===== config.mk =====
export PLATFORM = sky130hd
export DESIGN_NAME = ram_bist_ctrl
export DESIGN_NICKNAME = d
export VERILOG_FILES = /design/src/rtl/ram_bist_ctrl.sv
export SDC_FILE = /design/constraint.sdc
export NUM_CORES = 1
export LEC_CHECK = 0
export CORE_MARGIN = 4
export CORE_UTILIZATION = 35
export DETAILED_ROUTE_END_ITERATION = 7
export PLACE_DENSITY = 0.6
export SLEW_MARGIN = 0
export SYNTH_ARGS = -nofsm -noshare
export SYNTH_HDL_FRONTEND = slang
export SYNTH_SLANG_ARGS = --single-unit

===== constraint.sdc =====
create_clock -name clk -period 2.2 [get_ports clk]
set_input_delay 0.22 -clock clk [delete_from_list [all_inputs] [get_ports clk]]
set_output_delay 0.22 -clock clk [all_outputs]
set_load 0.05 [all_outputs]

===== src/rtl/ram_bist_ctrl.sv =====
`default_nettype none
// ============================================================================
// Module   : ram_bist_ctrl
// Purpose  : Built-in self-test master for a single-port RAM. Writes a
//            selectable pattern to every address, reads everything back,
//            compares against the expected pattern and reports statistics.
// Ports    : clk, rst (sync, active-high)
//            start, pattern_sel[1:0]    run request / pattern choice
//            busy, done, pass           run status
//            err_count, first_err_addr  mismatch statistics
//            ram_wr, ram_rd, ram_add, ram_data_in, ram_data_out  RAM port
// Options  : RAM_BIST_MARCH_EN - when defined, a second write/read pass with
//            the inverted pattern follows the first before DONE.
// Revision : 1.0 - initial release
// ============================================================================
module ram_bist_ctrl #(
  parameter int DATA_W = 4,
  parameter int ADDR_W = 3
) (
  input  logic              clk,
  input  logic              rst,
  input  logic              start,
  input  logic [1:0]        pattern_sel,
  output logic              busy,
  output logic              done,
  output logic              pass,
  output logic [ADDR_W+1:0] err_count,
  output logic [ADDR_W-1:0] first_err_addr,
  output logic              ram_wr,
  output logic              ram_rd,
  output logic [ADDR_W-1:0] ram_add,
  output logic [DATA_W-1:0] ram_data_in,
  input  logic [DATA_W-1:0] ram_data_out
);

  typedef enum logic [2:0] {
    S_IDLE  = 3'd0,
    S_WRITE = 3'd1,
    S_READ  = 3'd2,
    S_DRAIN = 3'd3,
    S_DONE  = 3'd4
  } state_t;

  localparam logic [ADDR_W-1:0] ADDR_LAST = '1;
  localparam logic [ADDR_W-1:0] ADDR_ONE  = {{(ADDR_W-1){1'b0}}, 1'b1};
  localparam logic [ADDR_W+1:0] ERR_ONE   = {{(ADDR_W+1){1'b0}}, 1'b1};
  localparam logic [ADDR_W+1:0] ERR_MAX   = '1;

  state_t              state;
  logic [ADDR_W-1:0]   addr;
  logic [1:0]          pat;        // pattern latched at start
  logic                inv;        // second (inverted) pass in march mode
  logic                cmp_valid;  // ram_data_out holds a word to compare
  logic [ADDR_W-1:0]   cmp_addr;   // address that word was read from
  logic [DATA_W-1:0]   exp_word;
  logic                mismatch;

  // Pattern generator: address is zero-extended or truncated to DATA_W.
  function automatic logic [DATA_W-1:0] pattern_word(
    input logic [1:0]        sel,
    input logic [ADDR_W-1:0] a,
    input logic              invert
  );
    logic [DATA_W-1:0] w;
    w = '0;
    case (sel)
      2'b00:   w = DATA_W'(a);
      2'b01:   w = ~DATA_W'(a);
      2'b10:   for (int i = 0; i < DATA_W; i++) w[i] = a[0] ^ (i % 2 == 0);
      default: w = '1;
    endcase
    return invert ? ~w : w;
  endfunction

  assign exp_word = pattern_word(pat, cmp_addr, inv);
  assign mismatch = cmp_valid && (ram_data_out != exp_word);

  always_ff @(posedge clk) begin
    if (rst) begin
      state          <= S_IDLE;
      addr           <= '0;
      pat            <= '0;
      inv            <= 1'b0;
      cmp_valid      <= 1'b0;
      cmp_addr       <= '0;
      busy           <= 1'b0;
      done           <= 1'b0;
      pass           <= 1'b0;
      err_count      <= '0;
      first_err_addr <= '0;
      ram_wr         <= 1'b0;
      ram_rd         <= 1'b0;
      ram_add        <= '0;
      ram_data_in    <= '0;
    end else begin
      // Read data arrives one cycle after ram_rd, so delay the address too.
      cmp_valid <= ram_rd;
      cmp_addr  <= ram_add;

      if (mismatch) begin
        if (err_count == '0) first_err_addr <= cmp_addr;
        if (err_count != ERR_MAX) err_count <= err_count + ERR_ONE;
      end

      case (state)
        S_IDLE: begin
          if (start) begin
            state          <= S_WRITE;
            pat            <= pattern_sel;
            inv            <= 1'b0;
            addr           <= '0;
            busy           <= 1'b1;
            pass           <= 1'b0;
            err_count      <= '0;
            first_err_addr <= '0;
            ram_wr         <= 1'b1;
            ram_add        <= '0;
            ram_data_in    <= pattern_word(pattern_sel, '0, 1'b0);
          end
        end

        S_WRITE: begin
          if (addr == ADDR_LAST) begin
            state       <= S_READ;
            addr        <= '0;
            ram_wr      <= 1'b0;
            ram_rd      <= 1'b1;
            ram_add     <= '0;
            ram_data_in <= '0;
          end else begin
            addr        <= addr + ADDR_ONE;
            ram_add     <= addr + ADDR_ONE;
            ram_data_in <= pattern_word(pat, addr + ADDR_ONE, inv);
          end
        end

        S_READ: begin
          if (addr == ADDR_LAST) begin
            state   <= S_DRAIN;
            addr    <= '0;
            ram_rd  <= 1'b0;
            ram_add <= '0;
          end else begin
            addr    <= addr + ADDR_ONE;
            ram_add <= addr + ADDR_ONE;
          end
        end

        // The last read word is compared on this edge, so the final
        // verdict must include the mismatch being counted right now.
        S_DRAIN: begin
`ifdef RAM_BIST_MARCH_EN
          if (!inv) begin
            state       <= S_WRITE;
            inv         <= 1'b1;
            addr        <= '0;
            ram_wr      <= 1'b1;
            ram_add     <= '0;
            ram_data_in <= pattern_word(pat, '0, 1'b1);
          end else begin
            state <= S_DONE;
            busy  <= 1'b0;
            done  <= 1'b1;
            pass  <= (err_count == '0) && !mismatch;
          end
`else
          state <= S_DONE;
          busy  <= 1'b0;
          done  <= 1'b1;
          pass  <= (err_count == '0) && !mismatch;
`endif
        end

        S_DONE: begin
          state <= S_IDLE;
          done  <= 1'b0;
        end

        default: begin
          state  <= S_IDLE;
          busy   <= 1'b0;
          done   <= 1'b0;
          ram_wr <= 1'b0;
          ram_rd <= 1'b0;
        end
      endcase
    end
  end

endmodule
`default_nettype wire


# == Yosys cells after proc, flatten, opt, wreduce, memory -nomap -nowiden ==
# Index checks and enable logic that the tools add are counted.
# totals
regBits,29
inputBits,9
word_cells,89
output_inout_bits,20
# op_classes
bitwise_logic,7
n_reduce_logical,23
addsub,2
mux,31
n_eq_ne,13
# op_table
cell,count
3-bit 2-to-1 mux,9
4-bit one-hot mux with 3 select lines,2
5-bit 2-to-1 mux,4
4-bit one-hot mux with 2 select lines,2
4-bit 2-to-1 mux,3
3-bit one-hot mux with 4 select lines,1
3-bit OR reduction,4
2-bit AND reduction,5
3-bit AND reduction,3
3-bit NOT with 4-bit output,2
"3-bit by 2-bit equality test with 1-bit output, second input constant",2
"3-bit equality test, second input constant",2
"2-bit != test, second input constant",3
1-bit one-hot mux with 2 select lines,3
1-bit one-hot mux with 3 select lines,2
3-bit one-hot mux with 2 select lines,1
2-bit nonzero test,3
"5-bit by 1-bit adder with 5-bit output, second input constant",1
5-bit zero test,1
"5-bit != test, second input constant",1
1-bit NOT,5
"2-bit equality test, second input constant",2
2-bit zero test,2
1-bit 2-to-1 mux,4
8 further kinds,9

# == Depth between registers and ports, before layout ==
# depth
depth_word,7
mapped_depth,7
ltp_nobuf,7

# == Least setup slack after synthesis ==
# Ideal clock, no wire load.
# synth_path
path_type,flip-flop to flip-flop
start,register addr[0]
end,register ram_data_in[0]
stages_incl_launch_ff,7
required_ns,2.105
arrival_time_ns,1.818
path_buffers,0
setup_slack_ns,0.287
cell_sequence,dfxtp_1 -> ha_1 -> ha_1 -> nor4b_1 -> o31a_1 -> o21ai_0 -> a221oi_1
# synth_via
elab_chain_len,6
word_cells_on_any_way,8
cone_classes,1 x add/sub; 1 x eq/ne; 4 x mux; 2 x bitwise
# synth_rtl
item,line,text
start: declaration,50,logic [ADDR_W-1:0] addr;
start signal: assignment,131,addr <= addr + ADDR_ONE;
start signal: assignment,144,addr <= addr + ADDR_ONE;
3-bit by 1-bit adder with 3-bit output,133,"ram_data_in <= pattern_word(pat, addr + ADDR_ONE, inv);"
1-bit NOT (no line) or 3-bit NOT with 4-bit output (tied branches),--,
4-bit one-hot mux with 3 select lines,66,case (sel)
4-bit 2-to-1 mux,79,if (rst) begin
4-bit 2-to-1 mux *,123,if (addr == ADDR_LAST) begin
4-bit one-hot mux with 2 select lines *,105,case (state)
end signal: assignment,118,"ram_data_in <= pattern_word(pattern_sel, '0, 1'b0);"
end signal: assignment,133,
end: declaration,32,"output logic [DATA_W-1:0] ram_data_in,"
# Mark *: on every way between the ends. The rest lies on a longest branch, timed or not. The select of a mux whose other input is x is not followed.
# A chain may end at the register's enable or synchronous reset.

# == Final worst setup path ==
# layout_path
start,register addr[1]
end,register ram_data_in[0]
# layout_via
elab_chain_len,3
# layout_rtl
item,line
3-bit equality test,123
4-bit 2-to-1 mux,123
4-bit one-hot mux with 2 select lines,105
# No other way between the ends.

==> impl_metrics.py <==
metrics = {
    "run_status": {
        "status": "completed",
    },
    "die": {
        "dieHeight_um": 74.9,
        "initial_core_util_pct": 36.0,
        "coreArea_um2": 4350,
        "io_pins": 29,
        "die_area_um2": 5610,
        "num_rows": 24,
        "die_width_um": 74.9,
    },
    "place": {
        "port_buffers": 28,
        "place_congestion": 0.765,
        "place_hpwl_um": 2610,
    },
    "final_layout": {
        "antenna_cells": 0,
        "final_net_count": 230,
        "multiInputGateArea_um2": 892,
        "syn2layout_area_growth_pct": 28.9,
        "seqCellArea_um2": 581,
        "fill_cells": 436,
        "drive_gt1_share_pct": 12.4,
        "postLayoutCoreUtil_pct": 46.4,
    },
    "sta": {
        "setup-tns-final_ns": 0,
        "worst_slew_pin_slew_ns": 0.585,
        "period_share_pct": 87.9,
        "slew_headroom_pct": 60.4,
        "holdWs_ns": 0.467,
        "setup_viol": 0,
        "period_minus_slack_ns": 1.93,
        "max_freq_mhz": 517,
        "finalMaxSlewViolations": 0,
        "rsz0062_at_grt": "no",
        "hold_violations": 0,
        "finalClockSkew_ns": 0.00554,
    },
    "clock_network": {
        "cts_tree": "built",
        "cts.sinks": 29,
        "postCtsResizedCells": 0,
        "insertion_delay_ns": 0.27,
        "cts-root-buf": "clkbuf_8",
        "post_cts_buffers": 0,
        "cts_buffer_depth": 2,
        "path_clk_slew_ns": 0.06,
        "cts_hold_buf": 0,
        "htree_num_levels": 2,
        "numCtsBuffers": 5,
    },
    "route": {
        "num_vias": 1375,
        "route.detailed.drc": 0,
        "initialDrtViolationCount": 86,
        "dr.pass1.iters": 4,
        "drtAntennaViolNets": 0,
        "routed_wl_um": 3490,
        "drt-wirelength-per-cell_um": 13.0,
        "via_per_inst": 5.11,
    },
    "synthesis": {
        "async_reset_ff_share_pct": 0,
        "synth_xor_xnor_area_share_pct": 4.47,
        "synth.area.mux_share_pct": 3.27,
        "synth_flop_cell": "dfxtp_1",
        "yosys_warnings": 0,
        "yosysUniqueCellTypes": 50,
        "synth_top_cell_area_share_pct": 37.0,
        "synthAdderAreaFrac_pct": 3.19,
        "synth_top_family_by_area": "simple AND/OR/NAND/NOR gates",
        "synth_most_common_cell": "dfxtp_1",
        "seq_area_frac_synth_pct": 37.0,
        "syn_avg_cell_area_um2": 8.61,
        "syn-num-nets": 195,
        "synth_largest_area_cell": "dfxtp_1",
        "synth_edf_count": 0,
        "ys_seq_elements": 29,
        "synth_simple_gate_area_share_pct": 24.3,
        "synth_compound_area_share_pct": 21.7,
        "synthCells": 182,
        "synth.cells.most_frequent": "dfxtp_1, nor2_1, a21oi_1, inv_1, nand2_1",
        "synthesis.area_um2": 1570,
        "synthTopCellsByArea": "dfxtp_1, a21oi_1, nor2_1",
    },
    "worst_setup_path": {
        "arrival_ns": 2.11,
        "critPathRequiredTime_ns": 2.38,
        "reg2regPathDepth": 6,
        "crit_path_end_kind": "flop",
        "crit_path_max_fanout": 4,
        "cp-start-kind": "flop",
        "critPathKind": "reg2reg",
    },
    "power_and_ir_drop": {
        "powerDensity_nw_per_um2": 624,
        "p_total_mw": 1.26,
        "ir_drop_uv": 461,
        "p_leak_nw": 0.728,
    },
    "grt": {
        "grt_max_degree": 14,
        "grt_pass1_vias": 1316,
        "grt_pass1_wl_um": 6000,
        "globalRouteTotalUtil_pct": 13.8,
        "grt-ovfl-total": 0,
        "antenna_found_initial": 0,
    },
    "job": {
        "max-cap-violations": 0,
    },
    "min_path": {
        "min_path_cells": 2,
        "hold_class": "reg2reg",
    },
}
[report_power, final]
part	switching [mW]	leakage, nW	total [mW]	internal [mW]
clock	0.181	0.0443	0.429	0.247
sequential	0.0243	0.237	0.573	0.549
combinational	0.151	0.447	0.260	0.109
total	0.356	0.728	1.26	0.905
[kinds of logic (layout without fill, tap and decap cells)]
group                    after synthesis  in the layout
AND/OR/NAND/NOR                       67             67
AO/OA/AOI/OAI                         48             48
flip-flops                            29             29
buffers and inverters                 21             56
XOR/XNOR                               8              8
multiplexers                           5              5
adder cells (fa/ha/maj)                4              4
[worst max-delay path: stages, from the launching register on]
cell	delay [ns]
dfxtp_1	0.35
ha_1	0.19
ha_1	0.19
nor4b_1	0.51
o31a_1	0.24
o21ai_0	0.08
a221oi_1	0.26
[layout make-up]
cell class                      count  area share, %
Multi-Input combinational cell    132           44.1
Inverter                           11           2.04
Tap cell                           52           3.22
Timing Repair Buffer               38           17.6
Clock buffer                        7           4.27
Sequential cell                    29           28.7
[per-layer routing]
| layer | track usage, % | share of wire (%) | up-vias |
|---|---|---|---|
| li1 | - | - | 719 |
| met2 | 21.1 | 45 | 21 |
| met5 | 0 | 0 | - |
| met3 | 3.47 | 3.3 | 2 |
| met1 | 18.6 | 51 | 633 |
| met4 | 5.34 | 0.72 | 0 |
[cells in the final DEF (no fill, tap or decap), types with 3 or more instances in the layout]
cell type / count
ha_1: 4
o21ai_0: 8
mux2i_1: 4
xnor2_1: 6
clkdlybuf4s50_1: 28
nor4b_1: 4
nor2b_1: 7
nor3_1: 6
buf_4: 10
nand2b_1: 3
o211ai_1: 3
dfxtp_1: 29
a221oi_1: 4
nor3b_1: 4
clkbuf_8: 6
nor2_1: 19
inv_1: 11
a21oi_1: 15
nand2_1: 9
[path summary, 6_finish.rpt]
kind | startpoint | endpoint | slack [ns]
worst max-delay path | addr[1] | ram_data_in[0] | 0.27
worst min-delay path | ram_data_in[2] | ram_data_in[2] | 0.47
worst max register to register | addr[1] | ram_data_in[0] | 0.27
worst min register to register | ram_data_in[2] | ram_data_in[2] | 0.47
[sequential cells by signal, indices dropped and copies added, names as in the netlist]
register        flops
cmp_valid           1
pass                1
busy                1
state               3
pat                 2
first_err_addr      3
ram_wr              1
done                1
addr                3
ram_rd              1
ram_data_in         4
err_count           5
cmp_addr            3
[stage by stage]
| step | setup slack (ns) | std cells | cell area [µm²] |
|---|---|---|---|
| 2_1_floorplan | 0.287 | 182 | 1570 |
| 3_3_place_gp | 0.0641 | 262 | 1930 |
| 3_5_place_dp | 0.0411 | 262 | 1930 |
| 4_1_cts | 0.283 | 269 | 2020 |
| 5_1_grt | 0.0429 | 269 | 2020 |
| 6_report | 0.267 | 269 | 2020 |
Note: power is estimated with default switching activity, not from simulation.
==> variant (config.mk and constraints unchanged) <==
The parameter `ADDR_W` goes from 3 to 2.
--- a/src/rtl/ram_bist_ctrl.sv
+++ b/src/rtl/ram_bist_ctrl.sv
@@ -17,3 +17,3 @@
   parameter int DATA_W = 4,
-  parameter int ADDR_W = 3
+  parameter int ADDR_W = 2
 ) (
Ports: changed (resized err_count, first_err_addr and ram_add); port bits go from 29 to 26. No check against the original RTL was run, so the function may have changed too.
==> variant against the original RTL <==
Sequential cell count shrank 4; routed wire length shrank 9.3%; cell area shrank 16%; synthesized area shrank 13%; worst setup slack gained 0.014 ns; count of clock-buffer cells in the layout shrank 3; global-route usage shrank 1.2 points; maximum frequency grew 0.74%; die area shrank 11%; power shrank 26%; critical path type unchanged; largest cell class unchanged.
==> variant: results (changes against the original RTL) <==
Synthesized Nets=176 (-9.7%); number of DRC markers in iteration 0=91 (+5.8%); Static Leak=0.629 nW (-14%); Max FO, Critical Path=16 (+12); DP HPWL=2350 um (-10%); status=complete, no violations; top flop regs=err_count: 4 flops, ram_data_in: 4 flops, state: 3 flops; layout cell share with drive strength beyond 1=7.57% (-4.9 points); ranking of synthesized cells by area=dfxtp_1 37%, a21oi_1 6.2%, nor2_1 4.9%; Layout Cells excl Fill=233 (-13%); synth cell count leaders=25 x dfxtp_1, 18 x nor2_1, 17 x a21oi_1; H-tree Lvls=1 (-1); largest net degree at the start of global routing=17 (+3); GRT Util Overall=12.6% (-1.2 points); metal3 WL=103 um (-10%); vias per inst=5.35 (+4.6%); Final Wtd Congestion=0.749 (-2.1%); Slowest cell on crit path=dfxtp_1; vias in the first global route=1196 (-9.1%); Buffers on Ports=25 (-11%); CP peak stage delay=0.66 ns (+0.15 ns); DRT met1 WL=1510 um (-15%); Nets=198 (-14%); Yosys cell types=48 (-4.0%); register area share after synthesis=36.6% (-0.47 points); WL/cell=13.6 um (+4.7%); Worst Skew=0.00320 ns (-0.00235 ns); synthesized instance count=164 (-9.9%); total CTS buffers=3 (-2); first-pass GRT wire length=5230 um (-13%); Max rail drop VDD=270 uV (-41%)
variant: cell type report:
type,instances,area [um2]
clock buffers,4,45.0
inverters,5,18.8
flip-flops and latches,25,500
multi-input cells,124,802
well taps,48,60.1
fillers,369,2020
repair buffers,27,265
variant: path summary, 6_finish.rpt:
check,startpoint,endpoint,slack [ns],cells after the start
worst max-delay path,pat[1]$_SDFFE_PP0P_,err_count[2]$_SDFF_PP0_,0.28,5
worst min-delay path,first_err_addr[0]$_SDFF_PP0_,first_err_addr[0]$_SDFF_PP0_,0.48,2
worst max register to register,pat[1]$_SDFFE_PP0P_,err_count[2]$_SDFF_PP0_,0.28,5
worst min register to register,first_err_addr[0]$_SDFF_PP0_,first_err_addr[0]$_SDFF_PP0_,0.48,2
variant: tightest hold or removal path, stage by stage (launching register included):
cell     delay [ns]
dfxtp_1        0.32
o31ai_1        0.06
a21oi_1        0.06
variant: per-stage QoR:
stage	area (um2)	hold slack, ns
finish	1690	0.481
global route	1690	0.529
CTS	1690	0.487
detailed placement	1650	0.474
global placement	1650	0.460
floorplan	1370	0.367
variant: cell families after synthesis:
| logic type | synth area share (%) |
|---|---|
| multiplexers | 1.46 |
| adder cells (fa/ha/maj) | 2.74 |
| XOR/XNOR | 2.56 |
| flip-flops | 36.6 |
| buffers and inverters | 4.85 |
| AO/OA/AOI/OAI | 24.4 |
| AND/OR/NAND/NOR | 27.4 |
variant: metal layers:
metal  global-route usage, %  up-vias
li1                        -      646
met1                    16.2      573
met2                    20.9       21
met3                    2.41        6
met4                    4.80        0
met5                       0        -
variant: power breakdown:
group,internal (mW),total (mW),switching [mW]
clock network,0.129,0.269,0.140
registers,0.469,0.495,0.0258
logic,0.0740,0.175,0.101
total,0.673,0.939,0.267
